**config.mk**
```make
export PLATFORM = sky130hd
export DESIGN_NAME = pio_mailbox_responder
export DESIGN_NICKNAME = d
export VERILOG_FILES = /design/src/rtl/pio_mailbox_responder.sv
export SDC_FILE = /design/constraint.sdc
export NUM_CORES = 1
export LEC_CHECK = 0
export BUFFER_PORTS_ARGS = -buffer_cell sky130_fd_sc_hd__buf_4
export CORE_MARGIN = 2
export CORE_UTILIZATION = 53
export CTS_BUF_LIST = sky130_fd_sc_hd__clkbuf_8
export CTS_CLUSTER_DIAMETER = 100
export DETAILED_ROUTE_END_ITERATION = 8
export PLACE_DENSITY = 0.78
export SKIP_LAST_GASP = 1
export SLEW_MARGIN = 20
export SYNTH_ARGS = -nofsm -noshare
export SYNTH_HDL_FRONTEND = slang
export SYNTH_SLANG_ARGS = --single-unit
```
**constraint.sdc**
```tcl
create_clock -name clk_50_clk -period 2 [get_ports clk_50_clk]
set_input_delay 0.2 -clock clk_50_clk [delete_from_list [all_inputs] [get_ports clk_50_clk]]
set_output_delay 0.2 -clock clk_50_clk [all_outputs]
set_load 0.01 [all_outputs]
```
**src/rtl/pio_mailbox_responder.sv**
```systemverilog
// ---------------------------------------------------------------------------
// pio_mailbox_responder
//
// Fabric-side responder for the HPS PIO mailbox (clk_50 domain).
// The host writes a command {request toggle, opcode[1:0]} and a 3-bit
// argument.  Each new toggle is decoded once.  A START runs a one-shot
// handshake with the job engine.  The result comes back on the response PIO,
// marked by inverting ack_toggle.
//
// Opcodes: 0 ECHO, 1 COUNT, 2 START, 3 CLEAR.
//
// Parameters:
//   SYNC_STAGES     synchroniser depth on cmd_in/arg_in (2..4)
//   TIMEOUT_CYCLES  WAIT_DONE cycle limit (only with PIO_MBOX_TIMEOUT_EN)
//
// Optional feature macro: PIO_MBOX_TIMEOUT_EN
//   When defined, a job that never completes is abandoned after
//   TIMEOUT_CYCLES cycles in WAIT_DONE.  It is acked with error=1 and
//   data=17'h1FFFF.  When undefined, WAIT_DONE waits for job_done forever.
//
// Ports:
//   clk_50_clk        in   system clock, 50 MHz
//   reset_50_reset_n  in   synchronous active-low reset
//   cmd_in[2:0]       in   bit2 request toggle, bits1:0 opcode
//   arg_in[2:0]       in   command argument
//   rsp_out[19:0]     out  {ack_toggle, busy, error, data[16:0]}
//   job_start         out  single-cycle start pulse to the job engine
//   job_arg[2:0]      out  job argument, held from job_start to job_done
//   job_done          in   single-cycle completion pulse
//   job_result[15:0]  in   job result, valid with job_done
// ---------------------------------------------------------------------------
module pio_mailbox_responder #(
  parameter int SYNC_STAGES    = 2,
  parameter int TIMEOUT_CYCLES = 50000
) (
  input  logic        clk_50_clk,
  input  logic        reset_50_reset_n,
  input  logic [2:0]  cmd_in,
  input  logic [2:0]  arg_in,
  output logic [19:0] rsp_out,
  output logic        job_start,
  output logic [2:0]  job_arg,
  input  logic        job_done,
  input  logic [15:0] job_result
);

  localparam logic [1:0] OP_ECHO  = 2'd0;
  localparam logic [1:0] OP_COUNT = 2'd1;
  localparam logic [1:0] OP_START = 2'd2;
  localparam logic [1:0] OP_CLEAR = 2'd3;

  typedef enum logic [1:0] {IDLE, EXEC, WAIT_DONE, ACK} state_t;

  // Synchroniser chains.  Index 0 is the first flop; the last index feeds
  // all of the decode logic.
  logic [SYNC_STAGES-1:0][2:0] cmd_sync;
  logic [SYNC_STAGES-1:0][2:0] arg_sync;
  logic [2:0]                  cmd_s;
  logic [2:0]                  arg_s;

  state_t      state_q,     state_d;
  logic        req_seen_q,  req_seen_d;
  logic [1:0]  opcode_q,    opcode_d;
  logic [2:0]  arg_q,       arg_d;
  logic [16:0] data_q,      data_d;
  logic        err_q,       err_d;
  logic [16:0] job_count_q, job_count_d;
  logic [19:0] rsp_d;
  logic [2:0]  job_arg_d;
  logic        new_req;

`ifdef PIO_MBOX_TIMEOUT_EN
  logic [31:0] timer_q, timer_d;
`else
  logic [31:0] unused_timeout;
  assign unused_timeout = TIMEOUT_CYCLES;
`endif

  assign cmd_s   = cmd_sync[SYNC_STAGES-1];
  assign arg_s   = arg_sync[SYNC_STAGES-1];
  assign new_req = (cmd_s[2] != req_seen_q);

  // Shift the raw PIO inputs through the synchroniser chains.
  always_ff @(posedge clk_50_clk) begin
    if (!reset_50_reset_n) begin
      cmd_sync <= '0;
      arg_sync <= '0;
    end else begin
      cmd_sync <= {cmd_sync[SYNC_STAGES-2:0], cmd_in};
      arg_sync <= {arg_sync[SYNC_STAGES-2:0], arg_in};
    end
  end

  // State and response registers.  Reset abandons any job in flight.
  always_ff @(posedge clk_50_clk) begin
    if (!reset_50_reset_n) begin
      state_q     <= IDLE;
      req_seen_q  <= 1'b0;
      opcode_q    <= 2'd0;
      arg_q       <= 3'd0;
      data_q      <= 17'd0;
      err_q       <= 1'b0;
      job_count_q <= 17'd0;
      rsp_out     <= 20'd0;
      job_arg     <= 3'd0;
`ifdef PIO_MBOX_TIMEOUT_EN
      timer_q     <= 32'd0;
`endif
    end else begin
      state_q     <= state_d;
      req_seen_q  <= req_seen_d;
      opcode_q    <= opcode_d;
      arg_q       <= arg_d;
      data_q      <= data_d;
      err_q       <= err_d;
      job_count_q <= job_count_d;
      rsp_out     <= rsp_d;
      job_arg     <= job_arg_d;
`ifdef PIO_MBOX_TIMEOUT_EN
      timer_q     <= timer_d;
`endif
    end
  end

  // Next-state and output decode.
  // While busy, the synced toggle can only differ from req_seen if the host
  // toggled again.  That difference is the overrun condition, and it makes
  // error sticky.  The request stays pending because req_seen is not updated.
  always_comb begin
    state_d     = state_q;
    req_seen_d  = req_seen_q;
    opcode_d    = opcode_q;
    arg_d       = arg_q;
    data_d      = data_q;
    err_d       = err_q;
    job_count_d = job_count_q;
    rsp_d       = rsp_out;
    job_arg_d   = job_arg;
    job_start   = 1'b0;
`ifdef PIO_MBOX_TIMEOUT_EN
    timer_d     = timer_q;
`endif

    if (state_q != IDLE && new_req) begin
      err_d = 1'b1;
    end

    case (state_q)
      IDLE: begin
        if (new_req) begin
          opcode_d   = cmd_s[1:0];
          arg_d      = arg_s;
          req_seen_d = cmd_s[2];
          rsp_d[18]  = 1'b1;
          // Load job_arg here so it is already valid during the job_start cycle.
          if (cmd_s[1:0] == OP_START) begin
            job_arg_d = arg_s;
          end
          state_d = EXEC;
        end
      end

      EXEC: begin
        case (opcode_q)
          OP_ECHO: begin
            data_d  = {14'd0, arg_q};
            state_d = ACK;
          end
          OP_COUNT: begin
            data_d  = job_count_q;
            state_d = ACK;
          end
          OP_START: begin
            job_start = 1'b1;
`ifdef PIO_MBOX_TIMEOUT_EN
            timer_d   = 32'd0;
`endif
            state_d   = WAIT_DONE;
          end
          default: begin
            job_count_d = 17'd0;
            err_d       = 1'b0;
            data_d      = 17'd0;
            state_d     = ACK;
          end
        endcase
      end

      WAIT_DONE: begin
        // job_done takes priority over a timeout in the same cycle.
        if (job_done) begin
          data_d = {1'b0, job_result};
          if (job_count_q != 17'h1FFFF) begin
            job_count_d = job_count_q + 17'd1;
          end
          state_d = ACK;
        end
`ifdef PIO_MBOX_TIMEOUT_EN
        else if (timer_q == 32'(TIMEOUT_CYCLES - 1)) begin
          err_d   = 1'b1;
          data_d  = 17'h1FFFF;
          state_d = ACK;
        end else begin
          timer_d = timer_q + 32'd1;
        end
`endif
      end

      ACK: begin
        // Publish the response in one shot so data and error are stable
        // whenever the host sees a new ack_toggle value.
        rsp_d   = {~rsp_out[19], 1'b0, err_d, data_q};
        state_d = IDLE;
      end

      default: state_d = IDLE;
    endcase
  end

endmodule

```
### Word-level counts from Yosys, hierarchy flattened

Cells that the tools add are included.

| cells by class | value |
|---|---|
| $add $sub $neg | 1 |
| eq/ne operators | 13 |
| mux-type cells | 18 |
| bitwise logic cells | 1 |
| reduce and logical (&&, ||, !) cells | 13 |

Operators by type and width:

| operator | count |
|---|---|
| $mux 17 | 4 |
| $pmux 17 s2 | 2 |
| $pmux 17 s3 | 1 |
| $add 17x1->17 const B | 1 |
| $ne 17x17->1 const B | 1 |
| $ne 2x2->1 const B | 5 |
| $eq 2x2->1 const B | 4 |
| $pmux 2 s4 | 1 |
| $mux 1 | 7 |
| $reduce_and 2->1 | 3 |
| $reduce_and 3->1 | 2 |
| $reduce_bool 2->1 | 3 |
| $eq 2x1->1 const B | 2 |
| $logic_not 2->1 | 2 |
| $mux 2 | 2 |
| $reduce_and 4->1 | 1 |
| $reduce_or 3->1 | 1 |
| $pmux 1 s2 | 1 |
| $logic_and 1x1->1 | 1 |
| $ne 1x1->1 | 1 |
| $not 1->1 | 1 |

| storage, ports and cells | value |
|---|---|
| flip-flop bits (word level) | 78 |
| bits of input ports | 25 |
| output and inout bits | 24 |
| logic and storage cells | 60 |

### Logic depth before layout (Yosys ltp)

Gate-level depths: netlist of run 1.

| depth | value |
|---|---|
| depth in word-level cells | 5 |
| gate-level depth with buffers | 9 |
| gate-level depth less buffers | 8 |

### Worst setup path before layout of run 1

Ideal clock, no wire load.

| path | value |
|---|---|
| kind | register to register |
| start | register job_count_q[2] |
| end | register job_count_q[5] |
| setup time | 132 ps |
| arrival time | 2028 ps |
| data required time | 1868 ps |
| slack | -161 ps |
| cell stages (with the launch flop) | 10 |
| buffers on the path | 1 |
| period minus slack after synthesis | 2161 ps |
| path through | dfxtp_1 > nand4_2 > nor4_1 > and3_1 > ha_1 > and3b_1 > o211ai_1 > clkbuf_1 > or3_1 > a21oi_1 |

| between the ends | value |
|---|---|
| word-level cells in the longest chain between the ends | 4 |
| elaborated cells on any way between the ends | 7 |
| classes of those cells | add/sub: 1; eq/ne: 2; mux: 3; reduce/logical: 1 |

Ends and longest elaborated chain:

| element | RTL line | text |
|---|---|---|
| from (decl) | 67 | `logic [16:0] job_count_q, job_count_d;` |
| from (signal assigned) | 116 | `job_count_q <= job_count_d;` |
| $add 17x1->17 | 194 | `job_count_d = job_count_q + 17'd1;` |
| $mux 17 | 193 | `if (job_count_q != 17'h1FFFF) begin` |
| $mux 17 | 191 | `if (job_done) begin` |
| $pmux 17 s2 | 148 | `case (state_q)` |

Parallel ways exist; a longest one is shown, timed or not. The select of a mux whose other input is x is not followed.
A chain may end at the register's enable or synchronous reset.

### Final worst setup path of run 1

| path | value |
|---|---|
| start | register job_count_q[13] |
| end | register job_count_q[14] |

The elaborated chain is that of the path after synthesis.

==> metrics, run 1 <==
I/O pin count 49; minimum clock period 2.158 ns; area share of the largest cell type after synthesis 0.4798; crit-path cells nand4_1, nor4_4, and3_1, ha_2, and3b_2, o211ai_1, buf_4, or4_4, a21oi_2; kind of critical path flip-flop to flip-flop; top post-synthesis cells by count dfxtp_1, nor2_1, mux2i_1, nand2_1; RSZ-0062 raised after global routing yes; Pleak around 1.9 nW; Nets 450; clk buf depth 2; pwr dens between 900 and 1000 nW/um2; Startpoint Class flip-flop; most frequent cell after synthesis dfxtp_1; maxcap violations 0; crit share post-route 1.079; largest net degree at the start of global routing 30; initial drt markers 179; vias in the first global route 2676; fraction of layout cells with a size suffix above 1 0.2979; Final Hold Vio Count 0; min-delay worst type input port to flip-flop; Via Count 2784; Worst Clk Skew 0.009189 ns; Avg Inst Size Synth 9.544 um2; reg2reg setup slack -0.16 ns; Area after DPL 3941 um2; crit path buf inv count 1; final setup margin -0.1575 ns; status finished with violations; flop and latch count out of synthesis 78; initial antenna violation count 0; final setup fails 15; die width 82.36 um; CTS H-Tree Depth 3; ys flop type dfxtp_1; cell total after placement slightly below 500; CTS Root Cell clkbuf_8; Max VDD drop 0.5917 mV; cells after synthesis 341; GRT Util Overall 0.2296; Layout area overhead 29.33%; Inserted Clock Buffers 9; fmax 0.4635 GHz; Core Area 5921 um2; IO buf count 48; Critical Path RT 2.28 ns; worst-skew pair later-pin latency 0.35 ns; drt pass-1 iters 4; overall power 4.182 mW; drt total wl 7.490 mm; hold buffer count at CTS 0; die area ~6800 um2; Post-CTS Setup Inserts 0; sequential share of the synthesized area 0.4798; final core occ 0.7109; Vias per Instance 5.590; TritonCTS clock tree done; Worst Max-Slew Pin Slew 0.5173 ns; clk sinks approximately 80; Async S/R FF share, synth 0; WL per Instance roughly 15 um; first-pass GRT wire length 11.80 mm; starting density of the core 0.5497; failing checks negative setup slack; critical path peak fanout 6; crit path DAT 2.44 ns; Critical Path End Type flip-flop; DRC Markers 0; Finished Layout Cells 498; number of synthesized flops with an enable pin 0; kind of cell adding the most delay to the critical path simple AND/OR/NAND/NOR gates; syn nets approximately 370; Ys Warns 0; Cell variety after synth 41; gr ovfl total 0; Final Wtd Congestion 0.8898; FILL cells 471; Synth Cell Area 3254 um2; n_diodes 0; Rel. slew slack 0.6548; post-route ant nets 0; Critical Path Slowest Stage Cell or4_4; Synth area leaders dfxtp_1, mux2i_1, o211a_1, nor2_1, and2_1; row count 28; CP max stage delay 0.48 ns; Final HPWL DP ~5.3 mm; most area-hungry cell type in the Yosys netlist dfxtp_1; clock-pin slew on the worst setup and hold paths 0.09 ns; DIE HEIGHT 82.36 um; Final Instance Area 4209 um2; final slew viol count 0
layout by cell type, fill, tap and decap left out, types with 2 or more instances in the layout:
master | synthesis | routed
or4_1 | 4 | 3
a21oi_2 | 0 | 2
a21oi_1 | 16 | 14
o31ai_1 | 3 | 3
nor2_1 | 32 | 31
inv_6 | 0 | 2
o211ai_1 | 3 | 3
o21ai_0 | 11 | 8
mux2i_1 | 29 | 29
o211a_1 | 19 | 19
dfxtp_1 | 78 | 71
a22oi_1 | 13 | 13
and2_1 | 17 | 17
inv_1 | 8 | 9
ha_1 | 7 | 6
nand2_1 | 27 | 27
clkbuf_8 | 0 | 9
clkinvlp_4 | 0 | 3
xnor2_1 | 4 | 3
or3_1 | 9 | 8
a211oi_1 | 2 | 2
dfxtp_2 | 0 | 7
nand3_1 | 10 | 10
a21boi_0 | 3 | 3
o21ai_1 | 1 | 2
o311ai_0 | 3 | 3
buf_4 | 0 | 86
nor2b_1 | 2 | 2
or4_4 | 1 | 2
o21ai_2 | 0 | 2
layer usage:
metal,GRT usage,up-vias,share of wire
li1,-,1371,-
met1,0.2775,1334,0.44
met2,0.4000,67,0.49
met3,0.04130,12,0.051
met4,0.09500,0,0.015
met5,0,-,0
area by class of cell:
class	count	area (um2)	share of cell area
flip-flops and latches	78	1570	0.3731
well taps	75	93.84	0.02229
multi-input cells	233	1647	0.3912
clock inverters	7	73.82	0.01754
repair buffers	88	670.6	0.1593
inverters	8	30.03	0.007134
clock buffers	9	123.9	0.02943
path summary, 6_finish.rpt:
kind | cells past startpoint | end | startpoint
min reg2reg | 1 | arg_s[0] | arg_sync[0]
max | 9 | job_count_q[14] | job_count_q[13]
min | 2 | cmd_sync[2] | cmd_in[2]
max reg2reg | 9 | job_count_q[14] | job_count_q[13]
registers in the layout (all words and copies together), names as in the netlist:
| register | count |
|---|---|
| arg_q | 3 |
| job_arg | 3 |
| cmd_s | 3 |
| job_count_q | 17 |
| cmd_sync | 3 |
| rsp_out | 20 |
| req_seen_q | 1 |
| err_q | 1 |
| data_q | 17 |
| arg_sync | 3 |
| arg_s | 3 |
| state_q | 2 |
| opcode_q | 2 |
worst reg2reg max path, cell delays in order (launching register included):
cell and delay, ns:
dfxtp_2 0.33, nand4_1 0.19, nor4_4 0.06, and3_1 0.15
ha_2 0.16, and3b_2 0.26, o211ai_1 0.15, buf_4 0.20
or4_4 0.48, a21oi_2 0.13
power breakdown:
group          total, mW  internal, mW  switching [mW]
registers           1.90          1.77           0.128
clock network       1.18         0.580           0.603
logic               1.10         0.535           0.565
total               4.18          2.89            1.30
what timing repair did:
action | CTS | global route
cloned | 0 | 1
pin swaps | 2 | 13
gates resized for setup | 6 | 15
endpoints found under the setup margin | 17 | 17
cells by family after synthesis:
kind of cell             Yosys count  share of synthesized area
adder cells (fa/ha/maj)            7                    0.02691
multiplexers                      29                    0.08920
AND/OR/NAND/NOR                  114                     0.1799
XOR/XNOR                           5                    0.01346
AO/OA/AOI/OAI                     78                     0.1753
buffers and inverters             30                    0.03537
flip-flops                        78                     0.4798
metrics by stage:
step	hold WS (ns)	setup TNS, ns	setup WS (ns)
after floorplan	0.3273	0	0.0003753
after global placement	0.4085	-0.05762	-0.04490
after detailed placement	0.4103	-0.9037	-0.1467
after CTS	0.04029	-1.521	-0.1402
after global routing	0.04556	-3.100	-0.2836
final	0.04799	-1.253	-0.1575
(Power assumes the default switching activity.)
==> run 2, diff against run 1 <==
BUFFER_PORTS_ARGS = -buffer_cell sky130_fd_sc_hd__buf_2   (was -buffer_cell sky130_fd_sc_hd__buf_4)
==> metrics, run 2 (synthesis results as in run 1) <==
CP max stage delay 0.35 ns (-0.13 ns); clk buf depth 2 (unchanged); drt total wl 7.254 mm (-3.2%); kind of cell adding the most delay to the critical path simple AND/OR/NAND/NOR gates; critical path peak fanout 6 (unchanged); Worst Clk Skew 0.007311 ns (-0.001878 ns); overall power 4.424 mW (+5.8%); WL per Instance 14.63 um (-2.8%); pwr dens 1070 nW/um2 (+7.6%); RSZ-0062 raised after global routing yes; largest net degree at the start of global routing 35 (+17%); final core occ 0.6986 (-0.01226); commonest non-fill, non-tap cell in the layout dfxtp_1; Vias per Instance 5.540 (-0.90%); kind of critical path flip-flop to flip-flop; combinational share of power 0.242 (-0.021); initial drt markers 187 (+4.5%); fmax 0.4638 GHz (about the same); n_diodes 0 (unchanged); Core Area 5921 um2 (unchanged); final slew viol count 0 (unchanged); final setup fails 9 (-6); Rel. slew slack 0.6721 (+0.01736); clk sinks 78 (unchanged); clock-pin slew on the worst setup and hold paths 0.08 ns (about the same); Startpoint Class flip-flop; GRT Util Overall 0.2315 (+0.001966); I/O pin count 49 (unchanged); Max VDD drop 0.6116 mV (+3.4%); minimum clock period 2.156 ns (-0.001197 ns); top flop regs rsp_out x20, data_q x17, job_count_q x17; hold buffer count at CTS 0 (unchanged); DRC Markers 0 (unchanged); CTS Root Cell clkbuf_8; row count 28 (unchanged); pre-CTS setup slack -0.07483 ns (+0.07182 ns); Finished Layout Cells 496 (-0.40%); IO buf count 48 (unchanged); Pleak 1.892 nW (+0.61%); post-route ant nets 0 (unchanged); Final Wtd Congestion 0.8563 (-3.8%); Area after DPL 3811 um2 (-3.3%); Critical Path RT 2.27 ns (about the same); initial antenna violation count 0 (unchanged); Inserted Clock Buffers 9 (unchanged); setup TNS -0.5248 ns (+0.7284 ns); min-delay worst type input port to flip-flop; crit-path cells nand4_4, nor4_4, and3_1, ha_2, and3b_1, o211ai_1, buf_4, buf_6, o21ai_1, a21oi_1; gr ovfl total 0 (unchanged); vias in the first global route 2568 (-4.0%); crit path DAT 2.43 ns (about the same); Final Instance Area 4136 um2 (-1.7%); Psw 1.255 mW (-3.2%); drt pass-1 iters 4 (unchanged); Sw Share 0.2836 (-0.02631); max FFs per register 20 (unchanged); fraction of layout cells with a size suffix above 1 0.2874 (-0.01046); Via Count 2748 (-1.3%); status finished with violations; Worst Max-Slew Pin Slew 0.4913 ns (-0.02600 ns); die area 6783 um2 (unchanged); Final Hold Slack 0.03818 ns (-0.009811 ns); P_int 3.169 mW (+9.8%); worst-skew pair later-pin latency 0.36 ns (about the same); Top reg by flops rsp_out; Final Hold Vio Count 0 (unchanged); cell total after placement 478 (-0.62%); sequential share of power 0.430 (-0.024); most frequent cells in the layout dfxtp_1, buf_2, buf_4; DIE HEIGHT 82.36 um (unchanged); Clk pwr share 0.327 (+0.044); crit path buf inv count 2 (+1); maxcap violations 0 (unchanged); Layout area overhead 27.11%; Critical Path End Type flip-flop; first-pass GRT wire length 11.85 mm (+0.47%); starting density of the core 0.5497 (unchanged); failing checks negative setup slack; final setup margin -0.1563 ns (+0.001197 ns); Final HPWL DP 4.919 mm (-7.0%); CTS H-Tree Depth 3 (unchanged); Critical Path Slowest Stage Cell dfxtp_2; TritonCTS clock tree done; Nets 448 (-0.44%); die width 82.36 um (unchanged); crit share post-route 1.078 (about the same)
## run 2: cell count changes in the layout (fill, tap and decap cells not counted), moves of 2 or more
| cell | change |
|---|---|
| buf_2 | +48 |
| buf_4 | -52 |
| bufinv_16 | +2 |
| clkbuf_8 | +2 |
| clkinvlp_4 | -3 |
| inv_6 | -2 |
| o21ai_0 | +2 |
| o21ai_2 | -2 |
## run 2: routing by layer
layer  up-vias  GRT usage  part of all wire
li1       1363          -                 -
met1      1296     0.3010              0.46
met2        72     0.3645              0.47
met3        17    0.06522             0.051
met4         0    0.08833             0.021
met5         -          0                 0
## run 2: final timing paths
| path | start | endpoint | slack [ns] | depth (start not counted) |
|---|---|---|---|---|
| setup / recovery | job_count_q[2] | job_count_q[3] | -0.16 | 10 |
| hold / removal | cmd_in[0] | cmd_sync[0] | 0.04 | 2 |
| setup reg to reg | job_count_q[2] | job_count_q[3] | -0.16 | 10 |
| hold reg to reg | cmd_sync[0] | cmd_s[0] | 0.44 | 1 |
## run 2: power groups by stage
stage | Sequential, mW | Combinational [mW] | Clock (mW)
CTS | 1.90 | 1.05 | 1.46
global placement | 1.92 | 0.987 | 0
finish | 1.90 | 1.07 | 1.45
floorplan | 1.91 | 0.711 | 0
global route | 1.93 | 1.19 | 1.53
detailed placement | 1.93 | 1.02 | 0
## run 2: worst reg2reg max path: cells and delay by family (launching register included)
kind | cells | cell delay, ns
adders and majority gates | 1 | 0.15
AOI/OAI and AO/OA | 3 | 0.46
DFF | 1 | 0.35
buffers and inverters | 2 | 0.28
and+or+nand+nor | 4 | 0.83
## run 2: area by class of cell
type / count / area, um2
Timing Repair Buffer: 86 / 551.8
Tap cell: 75 / 93.84
Inverter: 8 / 30.03
Clock inverter: 5 / 97.59
Fill cell: 464 / 1784
Sequential cell: 78 / 1570
Clock buffer: 11 / 151.4
Multi-Input combinational cell: 233 / 1642
## run 2: what timing repair did
item | in CTS | in global routing
gates cloned | 1 | 0
setup buffers | 0 | 1
pin swaps | 9 | 0
setup endpoints to repair | 13 | 30
resized for setup | 15 | 2
==> run 3, diff against run 2 <==
ABC_AREA = 1   (was not set)
REMOVE_ABC_BUFFERS = 1   (was not set)
==> metrics, run 3 <==
max FFs per register 20 (unchanged); top flop regs rsp_out x20, data_q x17, job_count_q x17; reg2reg setup slack 0.1 ns (+0.25 ns); sequential share of power 0.424 (-0.006); CTS H-Tree Depth 3 (unchanged); RR Startpoint job_count_q[0]; Async S/R FF share, synth 0 (unchanged); Top reg by flops rsp_out; vias in the first global route 2583 (+0.58%); minimum clock period 1.903 ns (-0.2536 ns); largest net degree at the start of global routing 52 (+49%); Critical Path RT 2.25 ns (-0.02 ns); starting density of the core 0.5511 (+0.001389); first-pass GRT wire length 11.82 mm (-0.30%); Psw 1.540 mW (+23%); cells after synthesis 442 (+30%); Critical Path End Type flip-flop; Nets 529 (+18%); Critical Path Slowest Stage Cell nor2_4; crit path DAT 2.15 ns (-0.28 ns); Worst Max-Slew Pin Slew 0.4271 ns (-0.06413 ns); Final Hold Vio Count 0 (unchanged); clk sinks 78 (unchanged); DRC Markers 0 (unchanged); pre-CTS setup slack 0.01943 ns (+0.09426 ns); critical path peak fanout 14 (+8); TritonCTS clock tree done; Rel. slew slack 0.7152 (+0.04311); n_diodes 0 (unchanged); final setup margin 0.09725 ns (+0.2536 ns); P_int 2.936 mW (-7.4%); crit-path cells ha_2, inv_1, nor2_4, nand2_2, nor4_2, ha_1, nand2_1, nand2_4, nor2_4, nand2_1, nand2_1, a21oi_2; gr ovfl total 0 (unchanged); Clk pwr share 0.285 (-0.042); drt total wl 7.521 mm (+3.7%); kind of critical path flip-flop to flip-flop; IO buf count 48 (unchanged); CP Launch Point job_count_q[0]; Max VDD drop 0.5875 mV (-3.9%); Final Wtd Congestion 0.9656 (+13%); Startpoint Class flip-flop; Avg Inst Size Synth 7.425 um2 (-22%); Via Count 2964 (+7.9%); highest metal used met4; GRT Util Overall 0.2305 (-0.001043); pwr dens 1152 nW/um2 (+7.7%); met1 WL 3.450 mm (+2.9%); row count 28 (unchanged); Synth area leaders dfxtp_1, nand2_1, nor2_1, a21oi_1, o21ai_0; DIE HEIGHT 82.69 um (+0.40%); Sw Share 0.3441 (+0.06042); final slew viol count 0 (unchanged); initial antenna violation count 0 (unchanged); area share of the largest cell type after synthesis 0.4758 (-0.004024); Synth Cell Area 3282 um2 (+0.85%); Pleak 1.767 nW (-6.6%); Ys Warns 0 (unchanged); Vias per Instance 5.146 (-7.1%); Levels on crit path 12 (+2); clock-pin slew on the worst setup and hold paths 0.08 ns (about the same); CTS Root Cell clkbuf_8; most frequent cell after synthesis nand2_1; Core Area 5956 um2 (+0.59%); fmax 0.5256 GHz (+13%); ys flop type dfxtp_1; Worst Setup EP job_count_q[4]; worst-skew pair later-pin latency 0.36 ns (about the same); kind of cell adding the most delay to the critical path simple AND/OR/NAND/NOR gates; most area-hungry cell type in the Yosys netlist dfxtp_1; commonest non-fill, non-tap cell in the layout nand2_1; met2 WL post-DR 3.471 mm (+2.7%); die width 82.69 um (+0.40%); worst reg2reg path endpoint job_count_q[4]; initial drt markers 127 (-32%); Layout area overhead 18.34%; Cell variety after synth 28 (-32%); final setup fails 0 (-9); worst reg2reg path depth 12 (+2); crit path buf inv count 1 (-1); hold depth 3 (+1); flop and latch count out of synthesis 78 (unchanged); I/O pin count 49 (unchanged); post-route ant nets 0 (unchanged); min-delay worst type input port to flip-flop; top post-synthesis cells by count nand2_1, dfxtp_1, nor2_1, a21oi_1, o21ai_0; clk buf depth 2 (unchanged); maxcap violations 0 (unchanged); WL met3 479 um (+31%); die area 6838 um2 (+0.80%); final core occ 0.6521 (-0.04655); status completed; CP max stage delay 0.35 ns (about the same); most frequent cells in the layout nand2_1, dfxtp_1, nor2_1; fraction of layout cells with a size suffix above 1 0.1896 (-0.09779); Worst Clk Skew 0.009474 ns (+0.002163 ns); crit share post-route 0.9514 (-0.1268); combinational share of power 0.292 (+0.050); sequential share of the synthesized area 0.4758 (-0.004024); drt pass-1 iters 4 (unchanged); number of synthesized flops with an enable pin 0 (unchanged); Inserted Clock Buffers 9 (unchanged); Final HPWL DP 5.009 mm (+1.8%); WL per Instance 13.06 um (-11%); cell mode on critical path nand2_1
## run 3: cell count changes in the layout (fill, tap and decap cells not counted), moves of 4 or more
cell     before  now
nand2_1      27   91
nor2_1       31   76
mux2i_1      29    0
o21ai_0      10   39
a21oi_1      14   42
inv_1        10   34
buf_4        34   13
o211a_1      19    0
and2_1       17    0
nand3_1       9   18
or3_1         8    0
dfxtp_1      71   78
dfxtp_2       7    0
or4_1         4    0
## run 3: repair_timing
| action | 4_1_cts | 5_1_grt |
|---|---|---|
| setup buffers | 0 | 1 |
| hold buffers | 0 | 0 |
| pin swaps | 0 | 4 |
| gates cloned | 0 | 1 |
| setup endpoints to repair | 1 | 17 |
| resized for setup | 1 | 6 |
## run 3: worst register-to-register path, stage by stage (launching register included)
cell and delay (ns):
dfxtp_1 0.33, ha_2 0.21, inv_1 0.10, nor2_4 0.05
nand2_2 0.10, nor4_2 0.05, ha_1 0.17, nand2_1 0.12
nand2_4 0.09, nor2_4 0.35, nand2_1 0.09, nand2_1 0.09
a21oi_2 0.05
## run 3: power by group through the flow
stage	registers, mW	logic [mW]	clock network, mW
finish	1.90	1.31	1.27
global route	1.92	1.47	1.35
CTS	1.89	1.25	1.29
detailed placement	1.93	1.24	0
global placement	1.92	1.19	0
floorplan	1.95	0.791	0
## run 3: cell families (layout without fill, tap and decap cells)
kind of cell	after synthesis	count (layout)	synth area share
adder cells (fa/ha/maj)	7	7	0.02669
buffers and inverters	56	114	0.07320
AND/OR/NAND/NOR	202	203	0.2604
AO/OA/AOI/OAI	98	98	0.1613
flip-flops	78	78	0.4758
XOR/XNOR	1	1	0.002669
## run 3: worst min-delay path by stage
stage                                start          end  slack, ns
after CTS                        arg_in[1]  arg_sync[1]       0.02
after floorplan           reset_50_reset_n     arg_s[0]       0.29
after global placement           arg_in[2]  arg_sync[2]       0.38
after global routing             arg_in[0]  arg_sync[0]       0.04
final                            arg_in[1]  arg_sync[1]       0.02
after detailed placement         cmd_in[0]  cmd_sync[0]       0.39
## run 3: final cells by class
class | count | area [um2]
fill | 532 | 2072
timing repair buffer | 62 | 357.8
tap | 75 | 93.84
inverter | 37 | 138.9
clock inverter | 6 | 87.58
clock buffer | 9 | 123.9
sequential | 78 | 1562
multi-input combinational | 309 | 1520
## run 3: metal layers
metal  vias to the layer above  track usage
met4                         0       0.1131
met1                      1331       0.3090
met3                        11      0.04348
li1                       1537            -
met2                        85       0.3556
met5                         -            0
## run 3: per-stage QoR
step	hold WS [ns]	setup TNS (ns)	area, um2	power (mW)	std cells
final	0.01925	0	3884	4.476	576
after global placement	0.3791	0	3625	3.108	559
after CTS	0.01633	0	3842	4.426	574
after global routing	0.04329	-0.09130	3884	4.737	576
after floorplan	0.2935	-0.06148	3181	2.736	423
after detailed placement	0.3870	0	3625	3.162	559
